==> config.mk <==
export PLATFORM = sky130hd
export DESIGN_NAME = result_bcd_conv
export DESIGN_NICKNAME = d
export VERILOG_FILES = /design/src/rtl/result_bcd_conv_pkg.sv /design/src/rtl/bcd_add3.sv /design/src/rtl/result_bcd_conv.sv
export SDC_FILE = /design/constraint.sdc
export NUM_CORES = 1
export LEC_CHECK = 0
export CAP_MARGIN = 0
export CORE_UTILIZATION = 55
export CTS_CLUSTER_DIAMETER = 60
export DETAILED_ROUTE_END_ITERATION = 10
export PLACE_DENSITY_LB_ADDON = 0.25
export SYNTH_ARGS = -nofsm -noshare
export SYNTH_HDL_FRONTEND = slang
export SYNTH_HIERARCHICAL = 1
export SYNTH_SLANG_ARGS = --single-unit
==> constraint.sdc <==
create_clock -name clk -period 2.2 [get_ports clk]
set_input_delay 0.44 -clock clk [delete_from_list [all_inputs] [get_ports clk]]
set_output_delay 0.44 -clock clk [all_outputs]
set_load 0.01 [all_outputs]
==> src/rtl/result_bcd_conv_pkg.sv <==
// result_bcd_conv_pkg: shared FSM state type and default sizing for the BCD result converter.
package result_bcd_conv_pkg;
   typedef enum logic [1:0] {
      S_IDLE  = 2'd0,
      S_SHIFT = 2'd1,
      S_DONE  = 2'd2
   } conv_state_t;
   localparam int BCD_W     = 4;
   localparam int WIDTH_32  = 32;
   localparam int DIGITS_32 = 10;
   localparam int CNTW_32   = 4;
endpackage

==> src/rtl/bcd_add3.sv <==
// bcd_add3: double-dabble digit correction, adds 3 when the digit is 5 or more.
module bcd_add3 (
   input  logic [3:0] din,
   output logic [3:0] dout
);
   always_comb dout = (din >= 4'd5) ? din + 4'd3 : din;
endmodule

==> src/rtl/result_bcd_conv.sv <==
// result_bcd_conv: sequential double-dabble converter, sign/magnitude result to packed BCD digits.
module result_bcd_conv
   import result_bcd_conv_pkg::*;
#(
   parameter int WIDTH  = WIDTH_32,
   parameter int DIGITS = DIGITS_32,
   parameter int CNTW   = CNTW_32
) (
   input  logic                      clk,
   input  logic                      rst,
   input  logic                      conv_start,
   input  logic [WIDTH-1:0]          conv_mag,
   input  logic                      conv_sign,
   input  logic                      conv_invld,
   output logic                      conv_busy,
   output logic                      conv_done,
   output logic [BCD_W*DIGITS-1:0]   bcd_digits,
   output logic                      bcd_sign,
   output logic [CNTW-1:0]           bcd_ndigits,
   output logic                      bcd_err
);
   localparam int BW = BCD_W * DIGITS;
   localparam int CW = $clog2(WIDTH);
   conv_state_t      state;
   logic [WIDTH-1:0] bin_sr;
   logic [BW-1:0]    bcd_sr;
   logic [BW-1:0]    bcd_adj;
   logic [BW-1:0]    bcd_nxt;
   logic [CW-1:0]    bit_cnt;
   logic             sign_r;
   logic             nz_r;
   logic [CNTW-1:0]  nd_nxt;
   genvar i;
   generate
      for (i = 0; i < DIGITS; i++) begin : g_add3
         bcd_add3 u_add3 (
            .din  (bcd_sr[BCD_W*i +: BCD_W]),
            .dout (bcd_adj[BCD_W*i +: BCD_W])
         );
      end
   endgenerate
   assign bcd_nxt   = {bcd_adj[BW-2:0], bin_sr[WIDTH-1]};
   assign conv_busy = state != S_IDLE;
   // Highest nonzero digit wins; an all-zero value still shows one digit.
   always_comb begin
      nd_nxt = CNTW'(1);
      for (int k = 0; k < DIGITS; k++)
         if (bcd_nxt[BCD_W*k +: BCD_W] != '0) nd_nxt = CNTW'(k + 1);
   end
   always_ff @(posedge clk) begin
      if (rst) begin
         state       <= S_IDLE;
         bin_sr      <= '0;
         bcd_sr      <= '0;
         bit_cnt     <= '0;
         sign_r      <= 1'b0;
         nz_r        <= 1'b0;
         conv_done   <= 1'b0;
         bcd_digits  <= '0;
         bcd_sign    <= 1'b0;
         bcd_ndigits <= CNTW'(1);
         bcd_err     <= 1'b0;
      end else begin
         conv_done <= 1'b0;
         case (state)
            S_IDLE: if (conv_start) begin
               if (conv_invld) begin
                  state       <= S_DONE;
                  conv_done   <= 1'b1;
                  bcd_digits  <= '0;
                  bcd_sign    <= 1'b0;
                  bcd_ndigits <= CNTW'(1);
                  bcd_err     <= 1'b1;
               end else begin
                  state   <= S_SHIFT;
                  bin_sr  <= conv_mag;
                  sign_r  <= conv_sign;
                  nz_r    <= |conv_mag;
                  bcd_sr  <= '0;
                  bit_cnt <= '0;
               end
            end
            S_SHIFT: begin
               bcd_sr  <= bcd_nxt;
               bin_sr  <= {bin_sr[WIDTH-2:0], 1'b0};
               bit_cnt <= bit_cnt + 1'b1;
               if (bit_cnt == CW'(WIDTH - 1)) begin
                  state       <= S_DONE;
                  conv_done   <= 1'b1;
                  bcd_digits  <= bcd_nxt;
                  bcd_sign    <= sign_r & nz_r;
                  bcd_ndigits <= nd_nxt;
                  bcd_err     <= 1'b0;
               end
            end
            S_DONE:  state <= S_IDLE;
            default: state <= S_IDLE;
         endcase
      end
   end
endmodule

==> results_dict.tcl, run 1 <==
set metrics [dict create \
    clock_latency_ns 0.53 \
    fin_cells 903 \
    ys_warn_count 6 \
    cts_buffer_depth 2 \
    critical_path.slowest_cell "or4_4" \
    final.setup_skew_ns 0.0103 \
    grt-ovfl-total 0 \
    die_w_um 106 \
    cts_hold_buf 0 \
    hp-class "input pin to flip-flop" \
    clock-sinks 128 \
    grt_pass1_wl_um 23600 \
    hold_viol 0 \
    vias 5306 \
    reg2reg_depth 8 \
    cts_tree "yes" \
    antenna_found_initial 0 \
    crit_family "simple AND/OR/NAND/NOR gates" \
    drt_iter0_markers 304 \
    period_minus_slack_ns 2.11 \
    fin_area_mm2 0.00777 \
    netSwitchingPower_mw 1.32 \
    internal_power_mw 4.35 \
    ant_nets 0 \
    syn_nets 727 \
    end_kind "flip-flop" \
    dr.pass1.iters 5 \
    hold-worst-slack_ns 0.318 \
    grt_pass1_vias 5070 \
    placed_area_mm2 0.00695 \
    drc 0 \
    die-area_mm2 0.0111 \
    n_fill_cell 723 \
    p_total_mw 5.67 \
    swShare 0.233 \
    relSlewSlack 0.694 \
    antenna_cells 0 \
    worstSetupPathType "flip-flop to flip-flop" \
    io_buffers 84 \
    cap_violations 0 \
    hpwl_um 9130 \
    nNetsFinal 813 \
    critPathLaunchType "flip-flop" \
    setup_viol 0 \
    ios 85 \
    globalplace.congestion 0.788 \
    drt-wirelength-per-cell_um 16.4 \
    power_density_mw_per_mm2 730 \
    rows 37 \
    clk_pin_slew_worst_paths_ns 0.06 \
    worstPathRequired_ns 2.62 \
    coreArea_mm2 0.0104 \
    ir_drop_mv 0.541 \
    die_y_um 106 \
    root_buffer "clkbuf_8" \
    seq_power_share 0.429 \
    cts_inserted_buffers 17 \
    combPwrFrac 0.082 \
    drive_above_1_share 0.141 \
    utilization 0.749 \
    status "finished clean" \
    grt_usage 0.265 \
    whs_path_depth 2 \
    timing.fmax_mhz 474 \
    drv_slew 0 \
    min_period_over_period 0.959 \
    cp_cell_sequence "inv_1 > ha_1 > nand2b_1 > a21oi_4 > xnor2_4 > or4_4 > a311oi_2 > o21ai_1" \
    vias_per_cell 5.88 \
    pwr-share-clk 0.489 \
    htreeDepth 4 \
    synth_cells 668 \
    path_max_fanout 3 \
    layout_setup_ws_ns 0.0898 \
    crit_arrival_ns 2.53 \
    worst_pin_slew_ns 0.459 \
    initial_utilization 0.568 \
    placedCellCount 866 \
    synthesis.area_mm2 0.00589 \
    post-place-ws_ns -0.0255 \
    avgSynthCellArea_um2 8.82 \
    path_depth 8 \
    cpPeakStageDelay_ns 0.55 \
    area_delta_synth_final_pct 31.8 \
    timing.setup.tns_ns 0 \
    drt_wl_total_um 14800 \
    grt_max_degree 66 \
    crit_buf_inv 1 \
    leakage_nw 2.86 \
]
[worst paths after layout]
path / from / end / slack, ns
worst max-delay path: bcd_sr[37] / bcd_ndigits[1] / 0.09
worst min-delay path: rst / bcd_digits[18] / 0.32
worst max register to register: bcd_sr[37] / bcd_ndigits[1] / 0.09
worst min register to register: bcd_sign / bcd_sign / 0.45
[cells in the final DEF (no fill, tap or decap), types with 8 or more instances in the layout]
| cell type | count |
|---|---|
| a22oi_1 | 84 |
| o21ai_1 | 10 |
| dfxtp_1 | 119 |
| nand2b_1 | 19 |
| clkdlybuf4s50_1 | 83 |
| nor2_1 | 133 |
| xnor2_1 | 8 |
| buf_4 | 20 |
| nand2_1 | 43 |
| inv_1 | 22 |
| a211oi_1 | 34 |
| o21ai_0 | 10 |
| ha_1 | 20 |
| mux2i_1 | 35 |
| dfxtp_2 | 9 |
| nor4_1 | 10 |
| clkbuf_16 | 16 |
[power groups by stage]
stage	Combinational (mW)	Sequential [mW]	Clock, mW
6_report	0.466	2.44	2.77
5_1_grt	0.507	2.44	2.90
4_1_cts	0.465	2.44	2.78
3_5_place_dp	0.461	2.48	0
3_3_place_gp	0.447	2.48	0
2_1_floorplan	0.293	2.47	0
[state kept, by name, indices dropped and copies added, names as in the netlist]
signal,flops
bcd_err,1
conv_done,1
bcd_ndigits,4
sign_r,1
bcd_sr,40
bin_sr,32
bcd_sign,1
bit_cnt,5
nz_r,1
bcd_digits,40
state,2
[routing by layer]
layer	wire [um]	global-route usage	vias to the layer above
met5	0	0	-
met1	6070	0.313	2531
li1	-	-	2553
met2	7550	0.465	183
met4	448	0.105	0
met3	726	0.0612	39
[cell type report]
class	instances	area [um2]	area share
multi-input cells	474	3240	0.417
flip-flops and latches	128	2570	0.331
repair buffers	110	1120	0.144
clock buffers	22	443	0.0570
well taps	136	170	0.0219
clock inverters	10	136	0.0175
inverters	23	86.3	0.0111
[repair_timing]
item	4_1_cts	5_1_grt
pin swaps	1	22
setup buffers	0	5
setup endpoints to repair	4	4
resized for setup	8	37
Power figures use the tool's default switching activity.
==> run 2, diff against run 1 <==
--- a/config.mk
+++ b/config.mk
@@ -6,7 +6,7 @@
 export NUM_CORES = 1
 export LEC_CHECK = 0
 export CAP_MARGIN = 0
-export CORE_UTILIZATION = 55
+export CORE_UTILIZATION = 45
 export CTS_CLUSTER_DIAMETER = 60
 export DETAILED_ROUTE_END_ITERATION = 10
 export PLACE_DENSITY_LB_ADDON = 0.25
==> results_dict.tcl, run 2 (synthesis results as in run 1) <==
set metrics [dict create \
    min_period_over_period 0.964 \
    status "finished clean" \
    coreArea_mm2 0.0127 \
    ant_nets 0 \
    clock-sinks 128 \
    vias_per_cell 5.49 \
    met2_length_um 6630 \
    cp_cell_sequence "inv_1 > ha_1 > nand2b_1 > a21oi_4 > xnor2_2 > or4_1 > o21ai_1 > a31oi_1 > o211ai_1" \
    critical_path.slowest_cell "or4_1" \
    r2r_end "bcd_ndigits[0]" \
    die_w_um 116 \
    min_to "bcd_sign" \
    clock_latency_ns 0.42 \
    drt_iter0_markers 374 \
    worstPathRequired_ns 2.54 \
    crit_arrival_ns 2.46 \
    hold_viol 0 \
    route.met3.wl_um 829 \
    reg2reg_depth 9 \
    worst_pin_slew_ns 0.635 \
    htreeDepth 4 \
    drt-wirelength-per-cell_um 14.7 \
    initial_utilization 0.465 \
    period_minus_slack_ns 2.12 \
    layout_commonest_cell "nor2_1" \
    r2r_slack_ns 0.08 \
    cts_tree "yes" \
    dr.pass1.iters 5 \
    drt_wl_total_um 13700 \
    critPathLaunchType "flip-flop" \
    rsz0062_at_grt "true" \
    timing.setup.tns_ns 0 \
    cap_violations 0 \
    final_cell_mix "nor2_1, dfxtp_1, a22oi_1" \
    nNetsFinal 807 \
    swShare 0.217 \
    antenna_found_initial 0 \
    whs_path_depth 2 \
    highest-signal-layer "met4" \
    worstSetupPathType "flip-flop to flip-flop" \
    setup_viol 0 \
    antenna_cells 0 \
    relSlewSlack 0.577 \
    leakage_nw 2.83 \
    drive_above_1_share 0.104 \
    timing.fmax_mhz 472 \
    internal_power_mw 4.48 \
    cpPeakStageDelay_ns 0.52 \
    grt_pass1_wl_um 22800 \
    n_fill_cell 1099 \
    io_buffers 84 \
    die_y_um 116 \
    drc 0 \
    cts_buffer_depth 2 \
    vias 5114 \
    grt_usage 0.214 \
    grt_pass1_vias 4869 \
    end_kind "flip-flop" \
    ir_drop_mv 0.461 \
    cts_inserted_buffers 17 \
    r2r_start "bcd_sr[21]" \
    power_density_mw_per_mm2 748 \
    path_max_fanout 4 \
    rows 41 \
    combPwrFrac 0.081 \
    post_cts_buffers 0 \
    drv_slew 0 \
    hold_start "bcd_sign" \
    seq_power_share 0.426 \
    grt-ovfl-total 0 \
    final.setup_skew_ns 0.00930 \
    drt-met1-wl_um 6040 \
    die-area_mm2 0.0136 \
    pwr-share-clk 0.494 \
    netSwitchingPower_mw 1.24 \
    hp-class "flip-flop to flip-flop" \
    clk_pin_slew_worst_paths_ns 0.05 \
    hold-worst-slack_ns 0.474 \
    hpwl_um 9230 \
    area_delta_synth_final_pct 29.6 \
    ios 85 \
    reg_top3 "bcd_digits x40, bcd_sr x40, bin_sr x32" \
    root_buffer "clkbuf_16" \
    grt_max_degree 67 \
    globalplace.congestion 0.794 \
]
-- run 2: power groups by stage --
stage	sequential (mW)	clock, mW	combinational, mW
floorplan	2.47	0	0.293
CTS	2.43	2.88	0.463
detailed placement	2.48	0	0.461
global placement	2.48	0	0.450
finish	2.44	2.82	0.461
global route	2.44	2.99	0.508
-- run 2: worst max-delay path: cells and delay by family (launching register included) --
kind                     cells  cell delay [ns]
buffers and inverters        1             0.09
adder cells (fa/ha/maj)      1             0.18
AND/OR/NAND/NOR              2             0.71
flip-flops                   1             0.34
AO/OA/AOI/OAI                4             0.59
XOR/XNOR                     1             0.13
-- run 2: layout make-up --
cell class                      instances  area, um2  share of cell area
Multi-Input combinational cell        474       3110               0.407
Timing Repair Buffer                  104       1060               0.139
Inverter                               23       86.3              0.0113
Clock inverter                          6        105              0.0138
Sequential cell                       128       2570               0.336
Clock buffer                           24        492              0.0644
Tap cell                              172        215              0.0282
-- run 2: per-stage QoR --
| step | cell area (um2) | std cells | utilization | total power [mW] | setup WS, ns |
|---|---|---|---|---|---|
| floorplan | 5890 | 668 | - | 2.76 | 0.266 |
| global placement | 6980 | 901 | 0.551 | 2.93 | 0.138 |
| detailed placement | 6980 | 901 | 0.551 | 2.94 | 0.0618 |
| CTS | 7580 | 931 | 0.598 | 5.78 | 0.0361 |
| global route | 7640 | 931 | 0.603 | 5.94 | -0.0254 |
| finish | 7640 | 931 | 0.603 | 5.72 | 0.0793 |
-- run 2: routing by layer --
layer / up-vias / track usage
met4: 0 / 0.0718
met1: 2401 / 0.263
met3: 14 / 0.0586
met5: - / 0
met2: 155 / 0.363
li1: 2544 / -
-- run 2: worst max-delay path by stage --
| stage | from | endpoint | slack (ns) | cells past startpoint |
|---|---|---|---|---|
| after floorplan | bcd_sr[21] | bcd_ndigits[0] | 0.27 | 9 |
| after global placement | bcd_sr[5] | bcd_ndigits[1] | 0.14 | 9 |
| after detailed placement | bcd_sr[5] | bcd_ndigits[1] | 0.06 | 9 |
| after CTS | state[1] | conv_busy | 0.04 | 2 |
| after global routing | bcd_sr[25] | bcd_ndigits[1] | -0.03 | 10 |
| final | bcd_sr[21] | bcd_ndigits[0] | 0.08 | 9 |
-- run 2: what timing repair did --
| action | CTS | global route |
|---|---|---|
| gates resized for setup | 0 | 15 |
| endpoints found under the hold margin | 0 | 0 |
| hold buffers | 0 | 0 |
| setup endpoints to repair | 0 | 6 |
==> run 3, diff against run 2 <==
--- a/config.mk
+++ b/config.mk
@@ -10,6 +10,7 @@
 export CTS_CLUSTER_DIAMETER = 60
 export DETAILED_ROUTE_END_ITERATION = 10
 export PLACE_DENSITY_LB_ADDON = 0.25
+export SLEW_MARGIN = 20
 export SYNTH_ARGS = -nofsm -noshare
 export SYNTH_HDL_FRONTEND = slang
 export SYNTH_HIERARCHICAL = 1
==> constraint.sdc (replaced) <==
create_clock -name clk -period 2.6 [get_ports clk]
set_input_delay 0.52 -clock clk [delete_from_list [all_inputs] [get_ports clk]]
set_output_delay 0.52 -clock clk [all_outputs]
set_load 0.01 [all_outputs]
==> results_dict.tcl, run 3 (synthesis results as in run 1) <==
set metrics [dict create \
    cts_inserted_buffers 17 \
    grt_usage 0.212 \
    htreeDepth 4 \
    hold_start "bcd_sign" \
    period_minus_slack_ns 2.30 \
    r2r_start "bcd_sr[16]" \
    die_w_um 116 \
    ant_nets 0 \
    grt_max_degree 64 \
    min_period_over_period 0.884 \
    cp_cell_sequence "inv_1 > ha_1 > nand2b_1 > a21oi_2 > xnor2_1 > nor4_1 > o21ai_0 > a31oi_1 > o211ai_1" \
    vias_per_cell 5.53 \
    leakage_nw 2.73 \
    cts_buffer_depth 2 \
    drive_above_1_share 0.0711 \
    globalplace.congestion 0.782 \
    clock_latency_ns 0.41 \
    end_kind "flip-flop" \
    grt_pass1_vias 4789 \
    relSlewSlack 0.583 \
    crit_family "simple AND/OR/NAND/NOR gates" \
    rsz0062_at_grt "false" \
    rows 41 \
    io_buffers 84 \
    dr.pass1.iters 5 \
    hp-class "flip-flop to flip-flop" \
    setup_viol 0 \
    final.setup_skew_ns 0.00659 \
    ir_drop_mv 0.362 \
    drv_slew 0 \
    worstSetupPathType "flip-flop to flip-flop" \
    fin_cells 917 \
    root_buffer "clkbuf_16" \
    timing.fmax_mhz 435 \
    power_density_mw_per_mm2 607 \
    worstPathRequired_ns 2.89 \
    hpwl_um 9110 \
    cts_hold_buf 0 \
    ios 85 \
    crit_arrival_ns 2.59 \
    path_max_fanout 5 \
    cap_violations 0 \
    drt_wl_total_um 13500 \
    post_cts_buffers 0 \
    placedCellCount 892 \
    drt-wirelength-per-cell_um 14.7 \
    timing.setup.tns_ns 0 \
    status "finished clean" \
    critPathLaunch "bcd_sr[16]" \
    hold_viol 0 \
    drc 0 \
    crit_buf_inv 1 \
    critPathLaunchType "flip-flop" \
    cpPeakStageDelay_ns 0.59 \
    layout_commonest_cell "nor2_1" \
    nNetsFinal 798 \
    die_y_um 116 \
    antenna_found_initial 0 \
    drt_iter0_markers 257 \
    reg_top3 "bcd_digits x40, bcd_sr x40, bin_sr x32" \
    clock-sinks 128 \
    clk_pin_slew_worst_paths_ns 0.05 \
    cts_tree "yes" \
    coreArea_mm2 0.0127 \
    grt_pass1_wl_um 22400 \
    cts_resized 0 \
    utilization 0.584 \
    initial_utilization 0.465 \
    grt-ovfl-total 0 \
    final_cell_mix "nor2_1, dfxtp_1, a22oi_1" \
    area_delta_synth_final_pct 25.5 \
    die-area_mm2 0.0136 \
    vias 5067 \
    critical_path.slowest_cell "nor4_1" \
    antenna_cells 0 \
    worst_pin_slew_ns 0.620 \
]
run 3: changes by cell type in the layout (fill, tap and decap cells not counted), moves of 3 or more:
| cell | change |
|---|---|
| mux2i_1 | +3 |
| nor4_2 | -5 |
| buf_4 | -8 |
| bufinv_16 | -3 |
| dfxtp_1 | +3 |
| nor4_1 | +5 |
| mux2i_2 | -3 |
| dfxtp_2 | -3 |
run 3: power breakdown:
group	switching [mW]	internal, mW
sequential	0.0348	2.03
combinational	0.214	0.166
clock	0.772	1.27
total	1.02	3.47
run 3: per-layer routing:
layer  vias to the layer above  global-route usage  wire [um]
met5                         -                   0          0
met4                         0               0.104        229
met3                        19              0.0524        706
met2                       133               0.352       6490
met1                      2394               0.256       6080
li1                       2521                   -          -
run 3: layout make-up:
cell class	count	area (um2)
Clock inverter	2	10.0
Timing Repair Buffer	95	983
Inverter	23	86.3
Clock buffer	23	488
Multi-Input combinational cell	474	3050
Fill cell	1116	5270
Tap cell	172	215
Sequential cell	128	2560
run 3: per-stage QoR:
stage          power [mW]  setup WS (ns)  cell area, um2  hold slack (ns)
3_5_place_dp         2.48          0.405            6900            0.450
3_3_place_gp         2.47          0.443            6900            0.455
2_1_floorplan        2.34          0.666            5890            0.459
4_1_cts              4.52          0.307            7400            0.457
5_1_grt              4.66          0.101            7400            0.491
6_report             4.49          0.302            7400            0.466
run 3: path summary, 6_finish.rpt:
check,endpoint,slack [ns],cells past startpoint
setup / recovery,bcd_ndigits[0],0.30,9
hold / removal,bcd_sign,0.47,2
setup reg to reg,bcd_ndigits[0],0.30,9
hold reg to reg,bcd_sign,0.47,2
run 3: worst min-delay path, stage by stage, from the launching register on:
cell	delay (ns)
dfxtp_1	0.31
nand2_1	0.06
a21oi_1	0.05
==> edit: new RTL, flow settings as in run 1 <==
Re-encode `conv_state_t` (3 states) as one-hot, 3 bits wide.
--- a/src/rtl/result_bcd_conv_pkg.sv
+++ b/src/rtl/result_bcd_conv_pkg.sv
@@ -1,8 +1,8 @@
 // result_bcd_conv_pkg: shared FSM state type and default sizing for the BCD result converter.
 package result_bcd_conv_pkg;
-   typedef enum logic [1:0] {
-      S_IDLE  = 2'd0,
-      S_SHIFT = 2'd1,
-      S_DONE  = 2'd2
+   typedef enum logic [2:0] {
+      S_IDLE  = 3'b001,
+      S_SHIFT = 3'b010,
+      S_DONE  = 3'b100
    } conv_state_t;
    localparam int BCD_W     = 4;
Check against the original RTL: same outputs for any inputs over 10 cycles, from zero or initial values and one cycle with rst high; not proved beyond that.
==> edit against run 1 <==
Routed wire length down 3.8%. Sequential cell count grew 1. Largest cell class unchanged. Hold slack better by 0.058 ns. Synthesized area is 4.7% higher. Combinational power down 14%. Worst setup slack worse by 0.057 ns. Power increased by 5.4%. Synthesized cell count up 6.4%. Clock power increased by 14%. Non-clock buffer count is 4 lower. First-iteration DRC count down 16%. Critical endpoint is now bcd_ndigits[0]. Cell count up 5.3%. Final area is 4.1% higher.
==> edit: results (changes against run 1) <==
Syn_area_per_cell: 8.679 µm² (-1.6%)
Top flop regs: bcd_digits (40), bcd_sr (40), bin_sr (32)
Final Non-Filler Cells: 951 (+5.3%)
Syn_nets: 770 (+5.9%)
Fin Clk Skew: 0.004839 ns (-0.005426 ns)
GRT Resource Usage Total: 25.39% (-1.2 points)
CP arrival: 2.57 ns (+0.04 ns)
Synth warnings: 6 (unchanged)
RD Place Congestion: 0.8109 (+3.0%)
Pleak: 3.041 nW (+6.4%)
CTS max path bufs: 2 (unchanged)
Worst Hold Slack: 0.3753 ns (+0.05754 ns)
Post-layout net count: 857 (+5.4%)
H-tree depth: 4 (unchanged)
First-pass GRT wire length: 23.18 mm (-2.0%)
Max stage delay on crit path: 0.52 ns (-0.03 ns)
Antenna diode count: 0 (unchanged)
WL final: 14.24 mm (-3.8%)
1st-iter DRT viols: 254 (-16%)
FILL cells: 739 (+2.2%)
Worst skew pair latency: 0.53 ns (about the same)
Post-Place Cells: 915 (+5.7%)
Initial antenna violation count: 0 (unchanged)
Max-slew headroom: 63.16% (-6.3 points)
DP HPWL: 9.439 mm (+3.4%)
Clock transition at path regs: 0.06 ns (about the same)
Largest net degree at the start of global routing: 64 (-3.0%)
Hold crit path type: primary input to register
CTS root buffer: clkbuf_8
Critical path fanouts, max: 3 (unchanged)
Fraction of layout instances using a drive strength above 1: 12.95% (-1.1 points)
Maximum vdd drop: 0.5345 mV (-1.2%)
Via-to-Cell Ratio: 5.596 (-4.8%)
Family with the most delay on the worst path: simple AND/OR/NAND/NOR gates
Count of buffers from port buffering: 84 (unchanged)
Register-to-Register Setup Slack: 0.03 ns (-0.06 ns)
CTS Buf Count: 17 (unchanged)
Critical-path top delay cell: or4_4
Status: finished, final reports clean
DR pass1 iterations: 5 (unchanged)
Vias in the first global route: 5132 (+1.2%)
[edit: final timing paths]
path	endpoint	startpoint	cells past startpoint
setup reg to reg	bcd_ndigits[0]	bcd_sr[33]	9
hold reg to reg	sign_r	sign_r	2
hold / removal	bcd_sr[30]	rst	2
setup / recovery	bcd_ndigits[0]	bcd_sr[33]	9
[edit: cell type report]
class | instances | area, µm² | share of cell area [%]
multi-input combinational | 521 | 3515 | 43.43
clock inverter | 14 | 235.2 | 2.907
timing repair buffer | 106 | 1052 | 13.00
clock buffer | 18 | 427.9 | 5.288
inverter | 23 | 88.84 | 1.098
sequential | 129 | 2599 | 32.11
tap | 140 | 175.2 | 2.165
[edit: report_power, final]
group          internal (mW)  switching [mW]  total [mW]
combinational          0.186           0.217       0.403
sequential              2.39          0.0354        2.43
clock                   2.10            1.05        3.15
total                   4.68            1.30        5.98
[edit: layer usage]
metal  global-route usage (%)  vias up  wire length [µm]
met5                        0        -                 0
met2                    45.10      149              7183
li1                         -     2622                 -
met1                    28.99     2525              6004
met3                    6.114       26               755
met4                    10.67        0               293
[edit: repair_timing]
action | CTS | global route
gates cloned | 0 | 0
setup endpoints to repair | 3 | 4
resized for setup | 7 | 39
buffers inserted | 2 | 2
pin swaps | 4 | 16
[edit: worst reg2reg max path, cell delays in order (launching register included)]
cell      delay (ns)
dfxtp_4         0.36
inv_4           0.05
ha_4            0.14
nand2b_4        0.14
a21oi_4         0.20
mux2i_2         0.11
or4_4           0.52
nor2b_4         0.15
a221oi_2        0.25
o41ai_2         0.11
[edit: through the flow]
stage	setup slack (ns)	cell area, µm²
2_1_floorplan	0.1435	6171
4_1_cts	0.003455	7910
6_report	0.03272	8093
3_5_place_dp	-0.06404	7212
5_1_grt	-0.03564	8093
3_3_place_gp	0.01895	7212
